[config.mk]
export PLATFORM = sky130hd
export DESIGN_NAME = fetch_unit
export DESIGN_NICKNAME = d
export VERILOG_FILES = /design/src/rtl/fetch_pkg.sv /design/src/rtl/pc_next_calc.sv /design/src/rtl/fetch_unit.sv
export SDC_FILE = /design/constraint.sdc
export NUM_CORES = 1
export LEC_CHECK = 0
export ABC_CLOCK_PERIOD_IN_PS = 6490
export CAP_MARGIN = 15
export CORE_ASPECT_RATIO = 2
export CORE_MARGIN = 3
export CORE_UTILIZATION = 33
export CTS_CLUSTER_SIZE = 24
export DETAILED_ROUTE_END_ITERATION = 8
export SLEW_MARGIN = 40
export SYNTH_ARGS = -nofsm -noshare
export SYNTH_HDL_FRONTEND = slang
export SYNTH_SLANG_ARGS = --single-unit
[constraint.sdc]
create_clock -name clk -period 6.49 [get_ports clk]
set_clock_uncertainty 0.1 [all_clocks]
set_input_delay 0.649 -clock clk [delete_from_list [all_inputs] [get_ports clk]]
set_output_delay 0.649 -clock clk [all_outputs]
set_load 0.02 [all_outputs]
[src/rtl/fetch_pkg.sv]
// Shared types and constants for the instruction-fetch stage.
// Provides the fetch FSM state enum, default halt encoding and redirect-type codes.
package fetch_pkg;

    typedef enum logic [1:0] {
        BOOT = 2'd0,
        RUN  = 2'd1,
        HALT = 2'd2
    } fetch_state_e;

    localparam logic [31:0] DEF_HALT_CODE = 32'hFFFF_FFFF;

    localparam logic REL = 1'b1;
    localparam logic ABS = 1'b0;

endpackage

[src/rtl/pc_next_calc.sv]
// Combinational next-PC selection: sequential increment, relative branch or absolute jump.
// Ports: cur_pc/ins_pc in, redir/rel/off/target in (redirect request), next_pc out.
module pc_next_calc
    import fetch_pkg::*;
#(
    parameter int PC_W  = 32,
    parameter int OFF_W = 16
) (
    input  logic [PC_W-1:0]  cur_pc,
    input  logic [PC_W-1:0]  ins_pc,
    input  logic             redir,
    input  logic             rel,
    input  logic [OFF_W-1:0] off,
    input  logic [PC_W-1:0]  target,
    output logic [PC_W-1:0]  next_pc
);

    // Sign-extend into a width that covers both PC_W and OFF_W, then keep the
    // low PC_W bits so the arithmetic stays modulo 2^PC_W whatever the widths.
    logic [PC_W+OFF_W-1:0] off_wide;
    logic [PC_W-1:0]       off_ext;

    assign off_wide = {{PC_W{off[OFF_W-1]}}, off};
    assign off_ext  = off_wide[PC_W-1:0];

    always_comb begin
        next_pc = cur_pc + PC_W'(1);
        if (redir) begin
            if (rel == REL) begin
                // Relative branches are taken from the instruction after the branch.
                next_pc = ins_pc + PC_W'(1) + off_ext;
            end else begin
                next_pc = target;
            end
        end
    end

endmodule

[src/rtl/fetch_unit.sv]
// Instruction-fetch stage: owns the PC, captures insmem data into an output register.
// Ports: clk, reset (async active-low), pc/inscode to insmem, ins_out/ins_pc/ins_valid/ins_ready, redir_*, halted.
module fetch_unit
    import fetch_pkg::*;
#(
    parameter int                PC_W      = 32,
    parameter int                INS_W     = 32,
    parameter int                OFF_W     = 16,
    parameter logic [PC_W-1:0]   RESET_PC  = '0,
    parameter logic [INS_W-1:0]  HALT_CODE = INS_W'(DEF_HALT_CODE)
) (
    input  logic             clk,
    input  logic             reset,
    output logic [PC_W-1:0]  pc,
    input  logic [INS_W-1:0] inscode,
    output logic [INS_W-1:0] ins_out,
    output logic [PC_W-1:0]  ins_pc,
    output logic             ins_valid,
    input  logic             ins_ready,
    input  logic             redir_valid,
    input  logic             redir_rel,
    input  logic [OFF_W-1:0] redir_off,
    input  logic [PC_W-1:0]  redir_target,
    output logic             halted
);

    localparam logic [1:0] ST_BOOT = BOOT;
    localparam logic [1:0] ST_RUN  = RUN;
    localparam logic [1:0] ST_HALT = HALT;

    logic [1:0]      state;
    logic            cap;
    logic            take_redir;
    logic [PC_W-1:0] next_pc;

    // A redirect only makes sense against an instruction that is actually held.
    assign take_redir = redir_valid && ins_valid;
    assign cap        = !ins_valid || ins_ready;

    pc_next_calc #(
        .PC_W  (PC_W),
        .OFF_W (OFF_W)
    ) u_next (
        .cur_pc  (pc),
        .ins_pc  (ins_pc),
        .redir   (take_redir),
        .rel     (redir_rel),
        .off     (redir_off),
        .target  (redir_target),
        .next_pc (next_pc)
    );

    always_ff @(posedge clk or negedge reset) begin
        if (!reset) begin
            state     <= ST_BOOT;
            pc        <= RESET_PC;
            ins_out   <= '0;
            ins_pc    <= '0;
            ins_valid <= 1'b0;
            halted    <= 1'b0;
        end else begin
            case (state)
                ST_BOOT: begin
                    state <= ST_RUN;
                end
                ST_RUN: begin
                    if (take_redir) begin
                        // Word at pc is wrong-path; drop it and steer pc.
                        pc <= next_pc;
                        if (ins_ready) begin
                            ins_valid <= 1'b0;
                        end
                    end else if (cap) begin
                        ins_out   <= inscode;
                        ins_pc    <= pc;
                        ins_valid <= 1'b1;
                        if (inscode == HALT_CODE) begin
                            state <= ST_HALT;
                        end else begin
                            pc <= next_pc;
                        end
                    end
                end
                ST_HALT: begin
                    if (ins_valid && ins_ready) begin
                        ins_valid <= 1'b0;
                        halted    <= 1'b1;
                    end
                end
                default: begin
                    state <= ST_BOOT;
                end
            endcase
        end
    end

endmodule
## Word level (Yosys, flattened, before mapping)

Cells that the tools add are included.

- Flip-flop bits (word level): 100
- Input bits: 85
- Output and inout port bits: 98
- Logic and storage cells: 47

- Add/subtract/negate cells: 3
- Equality and inequality tests: 10
- Mux-type cells: 14
- Bitwise operators: 2
- Reductions and logical operators: 12

Operators by type and width:

| operator | count |
|---|---|
| 2-to-1 mux 32 bit | 5 |
| adder 32 x 1 -> 32 bit (second input constant) | 2 |
| adder 32 bit | 1 |
| == test 32 bit (second input constant) | 1 |
| inequality test 2 bit (second input constant) | 5 |
| AND reduction 4 bit | 2 |
| 2-to-1 mux 2 bit | 3 |
| inequality test 3 bit (second input constant) | 2 |
| case mux 2 bit (3 select lines) | 1 |
| AND reduction 3 bit | 2 |
| 2-to-1 mux 1 bit | 4 |
| nonzero test 2 bit | 2 |
| == test 2 x 1 -> 1 bit (second input constant) | 1 |
| == test 2 bit (second input constant) | 1 |
| logical AND 1 bit | 2 |
| zero test 2 bit | 1 |
| inverter 1 bit | 2 |
| case mux 1 bit (2 select lines) | 1 |
| AND reduction 2 bit | 1 |
| zero test 1 bit | 1 |
| logical OR 1 bit | 1 |

## Depth between registers and ports, before layout

Gate-level depths: netlist of the first run.

- Word-level depth: 7
- Gate-level depth with buffers: 12
- Depth with buffers taken out: 12

## By module

Synthesis of the first run repeated with hierarchy kept, for this count alone.

- Cells, all modules: 685
- Area, all modules: 6884.1 µm²

By module, submodules not included:

| module | times used | cells each | area an instance (µm²) | seq. area each (µm²) |
|---|---|---|---|---|
| fetch_unit | 1 | 237 | 3970.1 | 2502.4 |
| pc_next_calc | 1 | 448 | 2914.0 | 0.0 |

## Least setup slack after synthesis of the first run

OpenSTA, ideal clock, no wires.

- Kind: in2reg
- Start: input redir_off[0]
- End: register pc[18]
- Setup time: 143 ps
- Data arrival time: 2784 ps
- Required time: 6247 ps
- Slack: 3464 ps
- Stages: 12
- Buffers on the path: 0
- Path through: inv_1 > ha_1 > inv_1 > fa_1 > a21o_1 > a31o_2 > a21o_1 > a211oi_1 > nor3_1 > or3_1 > xnor2_1 > a21oi_1

- Longest elaborated chain between the ends: 6

Ends and longest elaborated chain:

| element | line | source |
|---|---|---|
| start, declared | fetch_unit.sv:22 | `input logic [OFF_W-1:0] redir_off,` |
| adder 32 bit * | pc_next_calc.sv:31 | `next_pc = ins_pc + PC_W'(1) + off_ext;` |
| 2-to-1 mux 32 bit * | pc_next_calc.sv:29 | `if (rel == REL) begin` |
| 2-to-1 mux 32 bit * | pc_next_calc.sv:28 | `if (redir) begin` |
| 2-to-1 mux 32 bit | fetch_unit.sv:77 | `if (inscode == HALT_CODE) begin` |
| 2-to-1 mux 32 bit | fetch_unit.sv:73 | `end else if (cap) begin` |
| 2-to-1 mux 32 bit * | fetch_unit.sv:67 | `if (take_redir) begin` |
| end signal, assigned | fetch_unit.sv:69 | `pc <= next_pc;` |
| end signal, assigned | fetch_unit.sv:80 | `pc <= next_pc;` |
| end, declared | fetch_unit.sv:14 | `output logic [PC_W-1:0] pc,` |

Every way passes the cells marked *; elsewhere a longest branch is shown, timed or not. The select of a mux whose other input is x is not followed.
A chain may end at the register's enable or synchronous reset.

## Worst setup path in the final report of the first run

- Start: input redir_off[0]
- End: register pc[24]

The elaborated chain is that of the path after synthesis.

==> results by group, run 1 <==
Finish
  • Area Overhead vs Synth: 37.0%
  • Storage element area: 0.00250 mm2
  • Final-layout fill cell count: 1922
  • N_diodes: 0
  • Footprint of the multi-input gates: 0.00383 mm2
  • Fraction of layout cells with a size suffix above 1: 0.121
  • Finished Layout Cells: 1125
  • Nets@finish: 979

Clocking
  • # Post-CTS Setup Buffers: 0
  • TritonCTS clock tree: yes
  • Clk sinks: 100
  • Clock Tree Root: clkbuf_16
  • Clock tree buffer depth: 2
  • Cts hold-fix bufs: 0
  • Cells resized by post-CTS repair: 0
  • Worst-Skew Late Latency: 0.36 ns
  • Htree depth: 3
  • CTS Buf Count: 9
  • Worst-path clk slew: 0.07 ns

Worst setup path
  • Crit-path max cell delay: 0.46 ns
  • Worst setup path class: input pin to flop
  • Reg2Reg Depth: 12
  • Worst r2r src: ins_pc[0]$_DFFE_PN0P_
  • Family with the most delay on the worst path: compound AO/OA/AOI/OAI gates
  • CP cell instances: clkdlybuf4s50_1 -> inv_1 -> ha_1 -> inv_1 -> fa_1 -> a21o_1 -> a31o_2 -> a21oi_1 -> o2111ai_1 -> a41oi_2 -> o21ai_0 -> mux2_2 -> o21ai_0
  • CP Launch Type: input pin
  • Critical Path Sink Type: flop
  • Arrival time at the worst endpoint: 3.71 ns
  • R2R setup slack: 3.22 ns
  • Slowest CP cell: a21oi_1
  • CP Max Fanout: 3
  • CP required: 6.66 ns
  • End of the worst register-to-register path: pc[24]$_DFFE_PN0P_
  • Critical path buffers and inverters: 3

Placement
  • GPL Wtd Cong: 0.898
  • Placed Cells: 1109
  • Port-buffer cells: 182
  • Final HPWL DP: 17400 um

Synthesis
  • Post-synth EDFFs: 0
  • Synth async-reset ratio: 1.00
  • Most frequent cell after synthesis: dfrtp_1
  • Post-synthesis sequential area ratio: 0.386
  • Number of synthesis warnings: 0
  • Cells after synthesis: 692
  • Top cell type's share of synthesized area: 0.386
  • Yosys top cell by area: dfrtp_1
  • #FFs+latches synth: 100
  • Area contributors post-synth: dfrtp_1 39%, mux2_2 11%, ha_1 6.2%, a21oi_1 5.1%, nand2_1 3.6%
  • Syn Std Cell Area: 0.00649 mm2
  • Unique masters post-synth: 67
  • Mapped Nets: 810
  • Most common library cells after synthesis: 100 x dfrtp_1, 66 x a21oi_1, 65 x mux2_2
  • Syn Area/Cell: 9.38 um2
  • Main synth FF type: dfrtp_1

Power and ir drop
  • Max IR drop VDD: 0.158 mV
  • Clock power share: 0.156
  • Gate power share: 0.548
  • Internal power: 2.13 mW
  • Reg power frac: 0.296
  • Total power per unit cell area: 432 mW/mm2
  • LEAKAGE: 3.59 nW
  • Sw Pwr: 1.71 mW
  • Sw Ratio: 0.446

Timing
  • # setup viols final: 0
  • WHS: 0.230 ns
  • Fmax achieved: 283 MHz
  • Final Max Tran Viols: 0
  • RSZ-0062 raised after global routing: false
  • Final worst-path cycle share: 0.545
  • Fin. Hold Viols: 0
  • Setup TNS: 0 ns
  • Worst-margin pin slew: 0.735 ns
  • Slew margin rel.: 0.510
  • Final min period: 3.54 ns

Drt
  • Drt via density: 5.51
  • DRT iter0 DRCs: 364
  • DR DRC count: 0
  • Wirelength per Cell: 20.2 um
  • First-pass DRT Iterations: 5
  • Drt total wl: 22700 um
  • Vias: 6198
  • Routed Antenna Nets: 0

Die
  • Initial Util: 0.335
  • Top-level I/O count: 183
  • Row cnt: 72
  • Die Area: 0.0215 mm2
  • DIE HEIGHT: 204 um
  • Core area: 0.0194 mm2
  • Die width: 105 um

Run
  • Max cap viols: 0

Outcome
  • Outcome: finished clean

Global routing
  • Tot GR Track Use: 0.210
  • Grt ovf: 0
  • Global-route wire length before repair: 34900 um
  • Initial antenna violation count: 0
  • Largest net degree at the start of global routing: 52
  • Vias in the first global route: 6345

Min path
  • Hold crit path type: input pin to asynchronous set/reset pin
==> state kept, by name (all words and copies together), names as in the netlist <==
register,cells
ins_out,32
halted,1
pc,32
state,2
ins_valid,1
ins_pc,32
==> cells by family after synthesis <==
| family | synth area share |
|---|---|
| AOI/OAI and AO/OA | 0.196 |
| DFF | 0.386 |
| muxes | 0.125 |
| xor gates and xnor gates | 0.0297 |
| buffers and inverters | 0.0254 |
| adders and majority gates | 0.0648 |
| and+or+nand+nor | 0.174 |
==> routing by layer <==
metal / vias up / share of wire / track usage
li1: 2945 / - / -
met1: 2944 / 0.35 / 0.208
met5: - / 0 / 0
met2: 233 / 0.53 / 0.388
met4: 0 / 0.071 / 0.148
met3: 76 / 0.051 / 0.0392
==> layout make-up <==
class | instances | share of cell area
tap | 259 | 0.0364
sequential | 100 | 0.281
timing repair buffer | 189 | 0.210
clock inverter | 7 | 0.0115
inverter | 11 | 0.00464
clock buffer | 9 | 0.0253
multi-input combinational | 550 | 0.430
==> power groups by stage <==
stage               logic (mW)  registers, mW  clock network, mW
global placement          2.10           1.15                  0
detailed placement        2.11           1.15                  0
CTS                       2.12           1.14              0.611
finish                    2.11           1.14              0.600
global route              2.28           1.17              0.632
floorplan                 1.04           1.31                  0
==> worst max-delay path by stage <==
stage	start	to	slack [ns]	depth (start not counted)
2_1_floorplan	redir_off[0]	pc[18]$_DFFE_PN0P_	3.46	12
3_3_place_gp	inscode[19]	pc[24]$_DFFE_PN0P_	2.54	9
3_5_place_dp	redir_off[0]	pc[24]$_DFFE_PN0P_	2.59	13
4_1_cts	redir_off[0]	pc[24]$_DFFE_PN0P_	2.95	13
5_1_grt	redir_off[15]	pc[24]$_DFFE_PN0P_	2.67	10
6_report	redir_off[0]	pc[24]$_DFFE_PN0P_	2.95	13
==> stage by stage <==
| stage | setup slack, ns | total power [mW] | util | area (um2) |
|---|---|---|---|---|
| after CTS | 2.95 | 3.87 | 0.459 | 8890 |
| after global placement | 2.54 | 3.25 | 0.442 | 8560 |
| after floorplan | 3.46 | 2.35 | - | 6490 |
| after global routing | 2.67 | 4.09 | 0.459 | 8890 |
| final | 2.95 | 3.84 | 0.459 | 8890 |
| after detailed placement | 2.59 | 3.26 | 0.442 | 8570 |
==> placed cells by master, fill, tap and decap left out, types with 3 or more instances in the layout <==
cell type,netlist,final
mux2_2,65,65
and2_1,7,6
o21ai_0,47,47
ha_1,32,32
o211ai_1,4,4
nor2b_1,3,3
a31oi_1,9,9
nor3_1,13,13
a211o_1,6,6
clkdlybuf4s50_1,0,181
and3_1,8,8
and4_1,4,4
a21o_1,13,13
o22ai_1,7,7
o21a_1,6,5
xor2_1,11,11
clkbuf_16,0,9
mux2i_1,8,8
nand2b_1,9,9
nand2_1,63,63
nor2_1,50,50
nand4_1,21,21
dfrtp_1,100,100
a211oi_1,7,7
xnor2_1,11,11
nand3_1,17,17
a311oi_1,3,3
nor4_1,11,11
inv_1,11,11
buf_4,0,8
a21oi_1,66,66
==> worst register-to-register path: stages (launching register included) <==
cell and delay [ns]:
dfrtp_1 0.38, inv_1 0.07, ha_1 0.15, inv_1 0.05, fa_1 0.40, a21o_1 0.21
a31o_2 0.25, a21oi_1 0.46, o2111ai_1 0.26, a41oi_2 0.31, o21ai_0 0.13, mux2_2 0.27
o21ai_0 0.13
(Power assumes the default switching activity.)
==> run 2: changes to the inputs <==
--- a/config.mk
+++ b/config.mk
@@ -5,7 +5,7 @@
 export SDC_FILE = /design/constraint.sdc
 export NUM_CORES = 1
 export LEC_CHECK = 0
-export ABC_CLOCK_PERIOD_IN_PS = 6490
+export ABC_CLOCK_PERIOD_IN_PS = 3700
 export CAP_MARGIN = 15
 export CORE_ASPECT_RATIO = 2
 export CORE_MARGIN = 3
==> constraint.sdc (replaced) <==
create_clock -name clk -period 3.7 [get_ports clk]
set_clock_uncertainty 0.1 [all_clocks]
set_input_delay 0.37 -clock clk [delete_from_list [all_inputs] [get_ports clk]]
set_output_delay 0.37 -clock clk [all_outputs]
set_load 0.02 [all_outputs]
==> results by group, run 2 (synthesized netlist as in run 1, its figures left out) <==
Worst setup path
  • Worst setup path class: input pin to flop
  • Arrival time at the worst endpoint: 3.56 ns (-0.15 ns)
  • CP Max Fanout: 6 (+3)
  • Critical Path Sink Type: flop
  • CP Launch Type: input pin
  • CP required: 3.88 ns (-2.78 ns)

Power and ir drop
  • Sw Ratio: 0.443 (-0.00309)
  • Reg power frac: 0.292 (-0.004)
  • Total power per unit cell area: 751 mW/mm2 (+74%)
  • LEAKAGE: 3.64 nW (+1.4%)
  • Sw Pwr: 2.99 mW (+74%)
  • Clock power share: 0.151 (-0.005)
  • Internal power: 3.76 mW (+76%)
  • Gate power share: 0.558 (+0.010)
  • Max IR drop VDD: 0.327 mV (+110%)

Timing
  • Fin. Hold Viols: 0 (unchanged)
  • Final worst-path cycle share: 0.912
  • Final Max Tran Viols: 0 (unchanged)
  • Fmax achieved: 296 MHz
  • Setup TNS: 0 ns (unchanged)
  • Worst-margin pin slew: 0.745 ns (+0.0103 ns)
  • # setup viols final: 0 (unchanged)
  • WHS: 0.363 ns (+0.133 ns)
  • RSZ-0062 raised after global routing: false
  • Slew margin rel.: 0.501 (-0.00872)
  • Final min period: 3.37 ns

Drt
  • Wirelength per Cell: 20.4 um (+1.2%)
  • Drt via density: 5.49 (-0.38%)
  • Drt total wl: 23200 um (+2.3%)
  • First-pass DRT Iterations: 5 (unchanged)
  • Vias: 6240 (+0.68%)
  • DRT iter0 DRCs: 270 (-26%)
  • Routed Antenna Nets: 0 (unchanged)
  • DR DRC count: 0 (unchanged)

Global routing
  • Grt ovf: 0 (unchanged)
  • Vias in the first global route: 6390 (+0.71%)
  • Initial antenna violation count: 0 (unchanged)
  • Global-route wire length before repair: 36000 um (+3.3%)
  • Largest net degree at the start of global routing: 58 (+12%)
  • Tot GR Track Use: 0.217 (+0.00727)

Placement
  • Port-buffer cells: 182 (unchanged)
  • Placed instance area: 0.00866 mm2 (+1.1%)
  • Final HPWL DP: 18000 um (+3.4%)
  • Placed Cells: 1120 (+0.99%)
  • GPL Wtd Cong: 0.894 (-0.46%)

Finish
  • Area Overhead vs Synth: 38.3%
  • Nets@finish: 991 (+1.2%)
  • Most common cell after layout, fill and taps aside: clkdlybuf4s50_1
  • Finished Layout Cells: 1137 (+1.1%)
  • Fin area: 0.00897 mm2 (+0.90%)
  • Fraction of layout cells with a size suffix above 1: 0.131 (+0.00973)
  • Top Registers: ins_out x32, ins_pc x32, pc x32
  • N_diodes: 0 (unchanged)
  • Commonest cells after routing, fill and taps aside: 181 x clkdlybuf4s50_1, 100 x dfrtp_1, 66 x a21oi_1, 65 x mux2_2, 63 x nand2_1

Die
  • Top-level I/O count: 183 (unchanged)
  • Initial Util: 0.335 (unchanged)
  • DIE HEIGHT: 204 um (unchanged)
  • Row cnt: 72 (unchanged)
  • Die Area: 0.0215 mm2 (unchanged)
  • Die width: 105 um (unchanged)
  • Core area: 0.0194 mm2 (unchanged)

Clocking
  • Clock tree buffer depth: 2 (unchanged)
  • Worst-path clk slew: 0.07 ns (about the same)
  • Htree depth: 3 (unchanged)
  • Worst-Skew Late Latency: 0.37 ns (about the same)
  • Clk sinks: 100 (unchanged)
  • # Post-CTS Setup Buffers: 0 (unchanged)
  • Clock Tree Root: clkbuf_16
  • CTS Buf Count: 9 (unchanged)
  • TritonCTS clock tree: yes

Run
  • Max cap viols: 0 (unchanged)

Min path
  • Hold crit path type: flop to flop

Outcome
  • Outcome: finished clean
==> run 2: through the flow <==
stage	worst slack [ns]	power (mW)	utilization
3_3_place_gp	0.0997	5.71	0.447
5_1_grt	0.234	7.17	0.463
4_1_cts	0.369	6.78	0.463
2_1_floorplan	0.821	4.12	-
3_5_place_dp	0.000412	5.74	0.447
6_report	0.326	6.74	0.463
==> run 2: final timing paths <==
path | startpoint | endpoint | slack (ns) | cells after the start
max in group asynchronous | reset | ins_pc[4]$_DFFE_PN0P_ | 2.18 | 3
worst max register to register | ins_pc[0]$_DFFE_PN0P_ | pc[24]$_DFFE_PN0P_ | 0.51 | 12
worst max-delay path | redir_off[15] | pc[24]$_DFFE_PN0P_ | 0.33 | 10
min in group asynchronous | reset | ins_pc[18]$_DFFE_PN0P_ | 0.47 | 2
worst min register to register | state[1]$_DFFE_PN0P_ | state[0]$_DFFE_PN0P_ | 0.36 | 1
worst min-delay path | state[1]$_DFFE_PN0P_ | state[0]$_DFFE_PN0P_ | 0.36 | 1
==> run 2: worst max-delay path: stages <==
cell and delay, ns:
clkdlybuf4s50_1 0.64, ha_1 0.35, o21ai_0 0.18, a21oi_1 0.08
o31ai_1 0.58, o2111ai_1 0.41, a41oi_2 0.37, o21ai_0 0.14
mux2_2 0.28, o21ai_0 0.14
==> run 2: area by class of cell <==
type / count / area (um2)
Sequential cell: 100 / 2500
Inverter: 11 / 41.3
Tap cell: 259 / 324
Clock inverter: 7 / 80.1
Timing Repair Buffer: 201 / 1980
Clock buffer: 9 / 225
Multi-Input combinational cell: 550 / 3820
Fill cell: 1917 / 10400
==> run 2: timing repair <==
action,CTS,global route
hold buffers,1,0
endpoints found under the hold margin,43,0
gates resized for setup,0,0
==> run 2: routing by layer <==
layer,vias to the layer above,track usage,share of wire
met5,-,0,0
met4,0,0.123,0.054
met3,60,0.0402,0.047
met2,224,0.411,0.55
met1,3001,0.220,0.35
li1,2955,-,-
==> run 2: power by group through the flow <==
| stage | clock, mW | sequential (mW) | combinational, mW |
|---|---|---|---|
| floorplan | 0 | 2.31 | 1.82 |
| global placement | 0 | 1.98 | 3.73 |
| detailed placement | 0 | 1.99 | 3.75 |
| CTS | 1.04 | 1.97 | 3.77 |
| global route | 1.08 | 2.03 | 4.06 |
| finish | 1.02 | 1.97 | 3.76 |
